<file path="config.mk">
export PLATFORM = sky130hd
export DESIGN_NAME = z80_mcycle_seq
export DESIGN_NICKNAME = d
export VERILOG_FILES = /design/src/rtl/z80_pkg.sv /design/src/rtl/z80_mcycle_decode.sv /design/src/rtl/z80_mcycle_seq.sv
export SDC_FILE = /design/constraint.sdc
export NUM_CORES = 1
export LEC_CHECK = 0
export BUFFER_PORTS_ARGS = -buffer_cell sky130_fd_sc_hd__clkbuf_2
export CAP_MARGIN = 20
export CORE_UTILIZATION = 35
export DETAILED_ROUTE_END_ITERATION = 8
export GPL_ROUTABILITY_DRIVEN = 1
export HOLD_SLACK_MARGIN = 0.02
export MAX_ROUTING_LAYER = met4
export PLACE_DENSITY_LB_ADDON = 0.2
export SLEW_MARGIN = 20
export SYNTH_ARGS = -nofsm -noshare
export SYNTH_HDL_FRONTEND = slang
export SYNTH_HIERARCHICAL = 1
export SYNTH_SLANG_ARGS = --single-unit
</file>
<file path="constraint.sdc">
create_clock -name clk -period 4.5 [get_ports clk]
set_clock_uncertainty 0.2 [all_clocks]
set_input_delay 0.9 -clock clk [delete_from_list [all_inputs] [get_ports clk]]
set_output_delay 0.9 -clock clk [all_outputs]
set_load 0.01 [all_outputs]
</file>
<file path="src/rtl/z80_pkg.sv">
// Shared Z80 types: M-cycle kinds, T-state encodings, MAR source selects and ALU ops.
package z80_pkg;

  typedef enum logic [1:0] {
    CYC_OCF    = 2'd0,
    CYC_MEM_RD = 2'd1,
    CYC_MEM_WR = 2'd2,
    CYC_RSVD   = 2'd3
  } cyc_type_t;

  typedef enum logic [2:0] {
    TS_IDLE = 3'd0,
    TS_T1   = 3'd1,
    TS_T2   = 3'd2,
    TS_T3   = 3'd3,
    TS_T4   = 3'd4,
    TS_TW   = 3'd5
  } tstate_t;

  typedef enum logic [1:0] {
    SEL_HL = 2'd0,
    SEL_DE = 2'd1,
    SEL_BC = 2'd2,
    SEL_SP = 2'd3
  } addr_sel_t;

  localparam logic [3:0] NOP    = 4'h0;
  localparam logic [3:0] INCR_A = 4'h1;

endpackage

</file>
<file path="src/rtl/z80_mcycle_decode.sv">
// Combinational map from latched cycle type, pair select and T-state to datapath
// controls and bus strobes. Only ld_IR/ld_MDR1 look at wait_L.
module z80_mcycle_decode
  import z80_pkg::*;
(
  input  cyc_type_t  cyc_type,
  input  addr_sel_t  addr_sel,
  input  tstate_t    t_state,
  input  logic       wait_L,
  output logic       done,
  output logic       M1_L,
  output logic       MREQ_L,
  output logic       RD_L,
  output logic       WR_L,
  output logic       RFSH_L,
  output logic       ld_PCH,
  output logic       ld_PCL,
  output logic       drive_PCH,
  output logic       drive_PCL,
  output logic       drive_B,
  output logic       drive_C,
  output logic       drive_D,
  output logic       drive_E,
  output logic       drive_H,
  output logic       drive_L,
  output logic       drive_SPH,
  output logic       drive_SPL,
  output logic       drive_reg_addr,
  output logic       drive_alu_addr,
  output logic [3:0] alu_op,
  output logic       ld_MARH,
  output logic       ld_MARL,
  output logic       drive_MAR,
  output logic       ld_MDR1,
  output logic       drive_MDR1,
  output logic       ld_IR
);

  always_comb begin
    done           = 1'b0;
    M1_L           = 1'b1;
    MREQ_L         = 1'b1;
    RD_L           = 1'b1;
    WR_L           = 1'b1;
    RFSH_L         = 1'b1;
    ld_PCH         = 1'b0;
    ld_PCL         = 1'b0;
    drive_PCH      = 1'b0;
    drive_PCL      = 1'b0;
    drive_B        = 1'b0;
    drive_C        = 1'b0;
    drive_D        = 1'b0;
    drive_E        = 1'b0;
    drive_H        = 1'b0;
    drive_L        = 1'b0;
    drive_SPH      = 1'b0;
    drive_SPL      = 1'b0;
    drive_reg_addr = 1'b0;
    drive_alu_addr = 1'b0;
    alu_op         = NOP;
    ld_MARH        = 1'b0;
    ld_MARL        = 1'b0;
    drive_MAR      = 1'b0;
    ld_MDR1        = 1'b0;
    drive_MDR1     = 1'b0;
    ld_IR          = 1'b0;

    case (t_state)
      TS_T1: begin
        // Address source goes through the ALU unchanged into MAR.
        drive_reg_addr = 1'b1;
        drive_alu_addr = 1'b1;
        ld_MARH        = 1'b1;
        ld_MARL        = 1'b1;
        if (cyc_type == CYC_OCF) begin
          drive_PCH = 1'b1;
          drive_PCL = 1'b1;
          M1_L      = 1'b0;
        end else begin
          case (addr_sel)
            SEL_HL: begin drive_H   = 1'b1; drive_L   = 1'b1; end
            SEL_DE: begin drive_D   = 1'b1; drive_E   = 1'b1; end
            SEL_BC: begin drive_B   = 1'b1; drive_C   = 1'b1; end
            SEL_SP: begin drive_SPH = 1'b1; drive_SPL = 1'b1; end
            default: ;
          endcase
          drive_MDR1 = (cyc_type == CYC_MEM_WR);
        end
      end
      TS_T2, TS_TW: begin
        drive_MAR = 1'b1;
        MREQ_L    = 1'b0;
        case (cyc_type)
          CYC_OCF:    begin M1_L = 1'b0; RD_L = 1'b0; ld_IR = wait_L; end
          CYC_MEM_RD: begin RD_L = 1'b0; ld_MDR1 = wait_L; end
          CYC_MEM_WR: begin WR_L = 1'b0; drive_MDR1 = 1'b1; end
          default: ;
        endcase
      end
      TS_T3: begin
        if (cyc_type == CYC_OCF) begin
          // PC+1 computed on the address path while refresh runs.
          drive_PCH      = 1'b1;
          drive_PCL      = 1'b1;
          drive_reg_addr = 1'b1;
          drive_alu_addr = 1'b1;
          alu_op         = INCR_A;
          ld_PCH         = 1'b1;
          ld_PCL         = 1'b1;
          RFSH_L         = 1'b0;
        end else begin
          drive_MAR  = 1'b1;
          MREQ_L     = 1'b0;
          RD_L       = (cyc_type != CYC_MEM_RD);
          WR_L       = (cyc_type != CYC_MEM_WR);
          drive_MDR1 = (cyc_type == CYC_MEM_WR);
          done       = 1'b1;
        end
      end
      TS_T4: begin
        RFSH_L = 1'b0;
        done   = 1'b1;
      end
      default: ;
    endcase
  end

endmodule

</file>
<file path="src/rtl/z80_mcycle_seq.sv">
// M-cycle sequencer: T-state register, cycle acceptance and latching of the
// cycle type / address select; all controls come from z80_mcycle_decode.
module z80_mcycle_seq
  import z80_pkg::*;
(
  input  logic       clk,
  input  logic       rst,
  input  logic       start,
  input  logic [1:0] cyc_type,
  input  logic [1:0] addr_sel,
  input  logic       wait_L,
  output logic       busy,
  output logic       done,
  output logic [2:0] t_state,
  output logic       M1_L,
  output logic       MREQ_L,
  output logic       RD_L,
  output logic       WR_L,
  output logic       RFSH_L,
  output logic       ld_PCH,
  output logic       ld_PCL,
  output logic       drive_PCH,
  output logic       drive_PCL,
  output logic       drive_B,
  output logic       drive_C,
  output logic       drive_D,
  output logic       drive_E,
  output logic       drive_H,
  output logic       drive_L,
  output logic       drive_SPH,
  output logic       drive_SPL,
  output logic       drive_reg_addr,
  output logic       drive_alu_addr,
  output logic [3:0] alu_op,
  output logic       ld_MARH,
  output logic       ld_MARL,
  output logic       drive_MAR,
  output logic       ld_MDR1,
  output logic       drive_MDR1,
  output logic       ld_IR
);

  tstate_t   state_reg, state_next;
  cyc_type_t type_reg;
  addr_sel_t sel_reg;
  logic      done_int;
  logic      accept;

  // A new cycle may start from IDLE or overlap the final T-state of the current one.
  assign accept = start && (cyc_type != CYC_RSVD) && ((state_reg == TS_IDLE) || done_int);

  always_ff @(posedge clk or posedge rst) begin
    if (rst) begin
      state_reg <= TS_IDLE;
      type_reg  <= CYC_OCF;
      sel_reg   <= SEL_HL;
    end else begin
      state_reg <= state_next;
      if (accept) begin
        type_reg <= cyc_type_t'(cyc_type);
        sel_reg  <= addr_sel_t'(addr_sel);
      end
    end
  end

  always_comb begin
    state_next = state_reg;
    case (state_reg)
      TS_IDLE:      state_next = accept ? TS_T1 : TS_IDLE;
      TS_T1:        state_next = TS_T2;
      TS_T2, TS_TW: state_next = wait_L ? TS_T3 : TS_TW;
      TS_T3: begin
        if (type_reg == CYC_OCF) state_next = TS_T4;
        else                     state_next = accept ? TS_T1 : TS_IDLE;
      end
      TS_T4:        state_next = accept ? TS_T1 : TS_IDLE;
      default:      state_next = TS_IDLE;
    endcase
  end

  always_comb begin
    t_state = state_reg;
    busy    = (state_reg != TS_IDLE);
    done    = done_int;
  end

  z80_mcycle_decode u_decode (
    .cyc_type       (type_reg),
    .addr_sel       (sel_reg),
    .t_state        (state_reg),
    .wait_L         (wait_L),
    .done           (done_int),
    .M1_L           (M1_L),
    .MREQ_L         (MREQ_L),
    .RD_L           (RD_L),
    .WR_L           (WR_L),
    .RFSH_L         (RFSH_L),
    .ld_PCH         (ld_PCH),
    .ld_PCL         (ld_PCL),
    .drive_PCH      (drive_PCH),
    .drive_PCL      (drive_PCL),
    .drive_B        (drive_B),
    .drive_C        (drive_C),
    .drive_D        (drive_D),
    .drive_E        (drive_E),
    .drive_H        (drive_H),
    .drive_L        (drive_L),
    .drive_SPH      (drive_SPH),
    .drive_SPL      (drive_SPL),
    .drive_reg_addr (drive_reg_addr),
    .drive_alu_addr (drive_alu_addr),
    .alu_op         (alu_op),
    .ld_MARH        (ld_MARH),
    .ld_MARL        (ld_MARL),
    .drive_MAR      (drive_MAR),
    .ld_MDR1        (ld_MDR1),
    .drive_MDR1     (drive_MDR1),
    .ld_IR          (ld_IR)
  );

endmodule

</file>
==> qor.yml, run 1 <==
drive_gt1_frac: 0.442
wirelength_um: 1390
r2r_start: "t_state[1]"
worst_slew_pin_slew_ps: 554
rrSetupSlack_ps: 2420
grt_pass1_vias: 516
multi_input_area_sq_um: 403
die_w_um: 46.3
p_int_uw: 307
max_cap_violations: 0
p_leak_nw: 0.431
design_area_sq_um: 845
seq_area_sq_um: 175
fin_crit_sh: 0.638
combinationalPowerShare: 0.618
clockBufferDepth: 2
layout.nets: 122
ys_ff_latch: 7
grt_pass1_wl_um: 2300
yosysSeqAreaShare: 0.255
grt_max_degree: 19
startpoint_type: "flip-flop"
clkTransAtPathRegs_ps: 60
grtUsageTotal: 0.155
n_antenna_cell: 0
cts_buffers: 3
cts_setup_buffers: 0
row_count: 15
status: "finished clean"
mostFrequentLayoutCells: "clkbuf_2, dfrtp_1, nand2_1"
critPathMaxFanout: 18
r2r_cells: 5
vias: 648
drcViolationCount: 0
drtPass1Iterations: 4
crit_required_ps: 3400
setup_viol: 0
endpoint_kind: "output port"
synth.cell_area_sq_um: 687
cts_tree: "done"
fin_setup_tns_ps: 0
placedInstanceArea_sq_um: 818
ys_warn_count: 6
cts_resized: 0
dpl.hpwl_um: 1110
fp.dieH_um: 46.3
io_pins: 42
rsz0062_at_grt: "no"
hold_buffers: 0
avgSynthCellArea_sq_um: 8.38
viasPerCell: 4.70
syn_inst: 82
grt_overflow: 0
r2r-end: "type_reg[0]"
swShare: 0.511
crit_type: "flip-flop to output port"
clk_latency_ps: 250
antenna_found_initial: 0
drtIter0Drc: 15
cp.arrival_ps: 1770
min_path_type: "primary input to async pin"
ctsHtreeMaxLevel: 1
fmax_mhz: 348
place.gp.congestion: 0.787
synth.area.top_cells: "dfrtp_1, buf_4, mux2_1"
largest_register_ffs: 3
ant_nets: 0
relSlewSlack: 0.631
ir_drop_mv: 0.385
cts-root-buf: "clkbuf_4"
wl_per_cell_um: 10.1
dieArea_sq_mm: 0.00214
numPortBuffers: 38
final.min_clock_period_ps: 2870
synth_cell_types: 33
power_frac_seq: 0.293
area_delta_synth_final_pct: 23.0
cts.sinks: 7
fill_cells: 191
power_density_mw_per_mm2: 744
finalHoldViolations: 0
coreArea_sq_mm: 0.00178
start_util: 0.385
synth_largest_type_area_fraction: 0.255
power_switching_uw: 321
yosys.area.top_type: "dfrtp_1"
layout_commonest_cell: "clkbuf_2"
p_clk_frac: 0.090
slew_viol_final: 0
-- kinds of logic after synthesis --
group                  share of synthesized area
AOI/OAI and AO/OA                          0.182
buffers and inverters                      0.169
DFF                                        0.255
muxes                                     0.0656
other                                    0.00546
and+or+nand+nor                            0.322
-- metrics by stage --
| step | power [mW] | utilization | std cells | hold slack (ps) | worst slack (ps) |
|---|---|---|---|---|---|
| after global routing | 0.700 | 0.474 | 138 | 353 | 1500 |
| after floorplan | 0.470 | - | 84 | 342 | 1740 |
| final | 0.629 | 0.474 | 138 | 348 | 1630 |
| after detailed placement | 0.577 | 0.459 | 134 | 371 | 1910 |
| after global placement | 0.574 | 0.459 | 134 | 366 | 1920 |
| after CTS | 0.636 | 0.474 | 138 | 354 | 1620 |
-- final cells by class --
| class | instances | share of cell area |
|---|---|---|
| clock buffers | 4 | 0.0311 |
| inverters | 5 | 0.0222 |
| multi-input cells | 59 | 0.477 |
| flip-flops and latches | 7 | 0.207 |
| well taps | 25 | 0.0370 |
| repair buffers | 38 | 0.225 |
-- metal layers --
metal | GRT usage | vias to the layer above | share of wire
li1 | - | 338 | -
met1 | 0.211 | 286 | 0.50
met2 | 0.222 | 24 | 0.46
met3 | 0.0706 | 0 | 0.045
met4 | 0 | 0 | 0
met5 | - | - | 0
-- power groups by stage --
stage	registers, mW	logic, mW	clock network, mW
final	0.184	0.388	0.0563
after CTS	0.184	0.393	0.0592
after floorplan	0.161	0.309	0
after detailed placement	0.185	0.392	0
after global placement	0.183	0.391	0
after global routing	0.197	0.438	0.0658
-- cell usage after synthesis (all sizes together) --
| library cell | n |
|---|---|
| nor4b | 2 |
| o31ai | 1 |
| and3b | 2 |
| a21o | 1 |
| conb | 1 |
| o21ai | 6 |
| o21a | 1 |
| o211ai | 1 |
| o21bai | 1 |
| mux2 | 4 |
| buf | 13 |
| nand3 | 3 |
| nor3 | 4 |
| a32o | 1 |
| a221oi | 1 |
| dfrtp | 7 |
| nor2b | 3 |
| or2 | 1 |
| o2111ai | 1 |
| inv | 5 |
| nand2 | 6 |
| nor3b | 2 |
| a21oi | 3 |
| a21boi | 1 |
| nor4 | 1 |
| nor2 | 6 |
| nand2b | 4 |
-- worst max path at each step --
stage                          start      end  slack, ps
after global placement    t_state[0]  drive_L       1920
after detailed placement  t_state[0]  drive_D       1910
after floorplan           t_state[0]  drive_L       1740
final                     t_state[0]  drive_H       1630
after CTS                 t_state[0]  drive_H       1620
after global routing      t_state[0]    ld_IR       1500
-- critical path: stages (launching register included) --
cell	delay (ps)
dfrtp_1	690
nand2b_4	90
or2_4	270
nor4_1	270
clkbuf_2	200
No activity file was read; power rests on OpenSTA's default activity.
==> inputs of run 2 (changes only) <==
--- a/config.mk
+++ b/config.mk
@@ -5,6 +5,7 @@
 export SDC_FILE = /design/constraint.sdc
 export NUM_CORES = 1
 export LEC_CHECK = 0
+export ABC_AREA = 1
 export BUFFER_PORTS_ARGS = -buffer_cell sky130_fd_sc_hd__clkbuf_2
 export CAP_MARGIN = 20
 export CORE_UTILIZATION = 35
==> constraint.sdc (replaced) <==
create_clock -name clk -period 2.9 [get_ports clk]
set_clock_uncertainty 0.2 [all_clocks]
set_input_delay 0.58 -clock clk [delete_from_list [all_inputs] [get_ports clk]]
set_output_delay 0.58 -clock clk [all_outputs]
set_load 0.01 [all_outputs]
==> run 2 against run 1 <==
Count of clock-buffer cells in the layout did not move. Combinational power increased by 55%. Die area is 2.4% higher. Final cell count increased by 22%. Utilization increased by 0.27 points. Sequential share of layout area is 0.33 points lower. Wire length rose by 11%. Via count up 15%. Synthesized cell count is 38% higher. Critical endpoint is now done. Area after synthesis up 2.6%. Flip-flop and latch count is the same.
==> qor.yml, run 2 <==
ys_ff_latch: 7
hold_buffers: 0
coreArea_sq_mm: 0.00180
clk_latency_ps: 250
drtIter0Drc: 7
crit_required_ps: 2120
layout.cells.non_filler: 169
io_pins: 42
grt_max_degree: 15
avgSynthCellArea_sq_um: 6.23
whs_ps: 19.3
ys_warn_count: 6
yosysSeqAreaShare: 0.249
slew_viol_final: 0
synth_cell_types: 20
grt_pass1_vias: 546
layout.nets: 153
yosys.area.top_type: "dfrtp_1"
largest_register_ffs: 3
vias: 743
place.gp.congestion: 0.877
grt_overflow: 0
async_flop_share: 1.00
status: "finished clean"
setup_viol: 0
drive_gt1_frac: 0.368
cts-root-buf: "clkbuf_4"
clkTransAtPathRegs_ps: 50
rsz0062_at_grt: "no"
r2r-end: "type_reg[0]"
wirelength_um: 1550
drtPass1Iterations: 4
worst_slew_pin_slew_ps: 500
wl_per_cell_um: 9.20
drcViolationCount: 0
ir_drop_mv: 0.477
max_stage_delay_ps: 650
cts_tree: "done"
cp.arrival_ps: 1590
cts_buffers: 3
crit_family: "flip-flops"
viasPerCell: 4.40
r2r_cells: 9
use_met3: 0.0231
ys.flop_type: "dfrtp_1"
fill_cells: 196
cpMostUsedCell: "nand2_1"
row_count: 15
relSlewSlack: 0.666
cts_setup_buffers: 0
cts_resized: 0
fin_crit_sh: 0.816
ys_top_cells_by_count: "nand2_1, inv_1, buf_4, nand3_1, nor2_1"
synth.area.top_cells: "dfrtp_1, nand2_1, buf_4"
busiest_layer: "met2"
grtUsageTotal: 0.157
rrSetupSlack_ps: 1030
synth_edf_count: 0
dpl.hpwl_um: 1260
placedCellCount: 165
area_delta_synth_final_pct: 21.8
fp.dieH_um: 46.9
dieArea_sq_mm: 0.00220
r2r_start: "t_state[0]"
crit_type: "flip-flop to output port"
seq_area_sq_um: 175
fin_setup_tns_ps: 0
ctsHtreeMaxLevel: 1
finalHoldViolations: 0
grt_use_met2: 0.219
final.min_clock_period_ps: 2370
multi_input_area_sq_um: 363
power_density_mw_per_mm2: 1070
endpoint_kind: "output port"
ant_nets: 0
min_path_type: "primary input to async pin"
power_uw: 918
n_antenna_cell: 0
grt_pass1_wl_um: 2330
slowest_stage: "dfrtp_1"
mostFrequentLayoutCells: "clkbuf_2, nand2_1, inv_1"
synth.cell_area_sq_um: 704
clockBufferDepth: 2
place_ws_ps: 856
cts.sinks: 7
synth.most_common_cell: "nand2_1"
critPathMaxFanout: 14
setup_slack_ps: 535
syn_inst: 113
startpoint_type: "flip-flop"
synth_largest_type_area_fraction: 0.249
crit_chain: "nand2_1, nor2_2, nand2_1, o21ai_0, clkbuf_2"
layout_commonest_cell: "clkbuf_2"
path_buf_inv: 1
start_util: 0.391
p_leak_nw: 0.513
max_cap_violations: 0
die_w_um: 46.9
met1_usage: 0.209
antenna_found_initial: 0
numPortBuffers: 38
fmax_mhz: 423
==> run 2: cell types whose count changed after synthesis, moves of 4 or more <==
cell     change
nand3_1      +9
nor2_1       +4
inv_1       +11
mux2_1       -4
nand2_1     +25
==> run 2: per-layer routing <==
layer / share of wire / wire length (um) / vias to the layer above
met2: 0.44 / 689 / 33
met1: 0.47 / 729 / 307
li1: - / - / 398
met3: 0.063 / 98 / 5
met4: 0.023 / 36 / 0
met5: 0 / 0 / -
==> run 2: kinds of logic (layout without fill, tap and decap cells) <==
| logic type | after synthesis | in the layout | synth area share |
|---|---|---|---|
| and+or+nand+nor | 63 | 63 | 0.419 |
| buffers and inverters | 32 | 61 | 0.247 |
| AOI/OAI and AO/OA | 10 | 10 | 0.0799 |
| DFF | 7 | 7 | 0.249 |
| other | 1 | 3 | 0.00532 |
==> run 2: worst reg2reg max path, delay by kind of cell (launching register included) <==
kind	cells	cell delay (ps)
AOI/OAI and AO/OA	1	130
buffers and inverters	1	140
DFF	1	650
and+or+nand+nor	7	650
==> run 2: how the worst max path moves through the flow <==
stage | from | to | slack, ps | depth (start not counted)
after floorplan | t_state[0] | drive_C | 810 | 4
after global placement | t_state[0] | done | 870 | 5
after detailed placement | t_state[0] | done | 860 | 5
after CTS | t_state[0] | done | 570 | 5
after global routing | t_state[0] | drive_PCH | 380 | 3
final | t_state[0] | done | 530 | 5
==> run 2: report_power, final <==
part	total, mW	switching, mW	internal (mW)
Sequential	0.229	0.0881	0.141
Combinational	0.600	0.384	0.216
Clock	0.0891	0.0365	0.0525
==> run 2: metrics by stage <==
stage	util	instance area, sq um
3_5_place_dp	0.462	832
5_1_grt	0.476	858
4_1_cts	0.476	858
3_3_place_gp	0.462	832
6_report	0.476	858
2_1_floorplan	-	712
==> run 2: layout make-up <==
type                       instances  area share
sequential                         7       0.204
tap                               25      0.0364
multi-input combinational         76       0.423
inverter                          19      0.0845
clock buffer                       4      0.0306
timing repair buffer              38       0.222
==> inputs of run 3 (changes only) <==
==> constraint.sdc (replaced) <==
create_clock -name clk -period 2.26 [get_ports clk]
set_clock_uncertainty 0.2 [all_clocks]
set_input_delay 0.452 -clock clk [delete_from_list [all_inputs] [get_ports clk]]
set_output_delay 0.452 -clock clk [all_outputs]
set_load 0.01 [all_outputs]
==> run 3 against run 2 <==
Non-clock buffer count grew 1. Final cell count rose by 0.59%. Flip-flop and latch count stayed put. Sequential power grew 30%. Clock power up 28%. Cell area up 1.5%. Worst hold slack better by 210 ps. Total power up 29%. Combinational power grew 29%. Global-route usage increased by 0.082 points. Wire length about the same. Largest cell class unchanged.
==> qor.yml, run 3 (synthesis gave the netlist of run 2 again) <==
slowest_stage: "dfrtp_1"
grt_pass1_vias: 549
cts.sinks: 7
crit_type: "flip-flop to output port"
clk_latency_ps: 250
placedCellCount: 165
ir_drop_mv: 0.617
viasPerCell: 4.38
area_delta_synth_final_pct: 23.6
critPathMaxFanout: 7
finalHoldViolations: 0
startpoint_type: "flip-flop"
dpl.hpwl_um: 1260
dieArea_sq_mm: 0.00220
cts-root-buf: "clkbuf_4"
fin_util: 0.483
endpoint_kind: "output port"
design_area_sq_um: 871
ctsHtreeMaxLevel: 1
place_ws_ps: 344
place.gp.congestion: 0.877
worstHoldStart: "addr_sel[0]"
crit_start: "type_reg[0]"
grt_overflow: 0
coreArea_sq_mm: 0.00180
drtIter0Drc: 7
layout_commonest_cell: "clkbuf_2"
setup_slack_ps: 162
row_count: 15
setup_viol: 0
antenna_found_initial: 0
grt_max_degree: 15
cts_tree: "done"
mostFrequentLayoutCells: "clkbuf_2, nand2_1, inv_1"
grt_pass1_wl_um: 2340
whs_ps: 231
slew_viol_final: 0
drcViolationCount: 0
fp.dieH_um: 46.9
power_density_mw_per_mm2: 1360
crit_chain: "nor2_1, inv_2, nand2_1, o21ai_0, clkbuf_2"
die_w_um: 46.9
vias: 745
drive_gt1_frac: 0.379
fin_crit_sh: 0.928
cts_buffers: 3
ant_nets: 0
crit_required_ps: 1610
final.min_clock_period_ps: 2100
largest_register_ffs: 3
grtUsageTotal: 0.158
power_mw: 1.18
fin_setup_tns_ps: 0
clkTransAtPathRegs_ps: 50
numPortBuffers: 38
status: "finished clean"
clockBufferDepth: 2
r2r_start: "t_state[1]"
layout.nets: 154
min_path_type: "primary input to flip-flop"
wirelength_um: 1560
max_cap_violations: 0
drtPass1Iterations: 4
rsz0062_at_grt: "no"
fmax_mhz: 477
p_leak_nw: 0.514
layout.cells.non_filler: 170
placedInstanceArea_sq_um: 832
max_stage_delay_ps: 430
start_util: 0.391
io_pins: 42
wl_per_cell_um: 9.15
n_antenna_cell: 0
cp.arrival_ps: 1450
[run 3: changes by cell type in the layout (fill, tap and decap cells not counted), sizes merged]
cell,change
dlygate4sd3,+1
[run 3: path summary, 6_finish.rpt]
| path | to | slack, ps | cells after the start |
|---|---|---|---|
| min in group asynchronous | t_state[2] | 440 | 3 |
| hold reg to reg | sel_reg[1] | 310 | 2 |
| setup reg to reg | type_reg[0] | 550 | 8 |
| setup / recovery | done | 160 | 5 |
| hold / removal | sel_reg[0] | 230 | 3 |
| max in group asynchronous | t_state[1] | 1190 | 3 |
[run 3: where the power goes]
part | switching, mW | internal (mW)
Sequential | 0.113 | 0.185
Clock | 0.0470 | 0.0674
Combinational | 0.492 | 0.279
Total | 0.652 | 0.531
[run 3: critical path, delay by kind of cell (launching register included)]
kind	cells	cell delay, ps
DFF	1	430
buffers and inverters	2	280
and+or+nand+nor	2	350
AOI/OAI and AO/OA	1	130
[run 3: layout make-up]
class                   count  area [sq um]
fillers                   193           931
multi-input cells          76           363
repair buffers             39           200
flip-flops and latches      7           178
inverters                  19          72.6
well taps                  25          31.3
clock buffers               4          26.3
[run 3: metal layers]
metal	routed length, um	up-vias	share of wire	global-route usage
met5	0	-	0	-
met4	36	0	0.023	0.103
met3	96	5	0.062	0.0231
met2	686	31	0.44	0.219
met1	736	309	0.47	0.212
li1	-	400	-	-
[run 3: timing repair]
item | CTS | global route
buffers inserted | 0 | 0
endpoints found under the setup margin | 0 | 23
hold buffers | 1 | 0
endpoints found under the hold margin | 7 | 0
resized for setup | 0 | 2
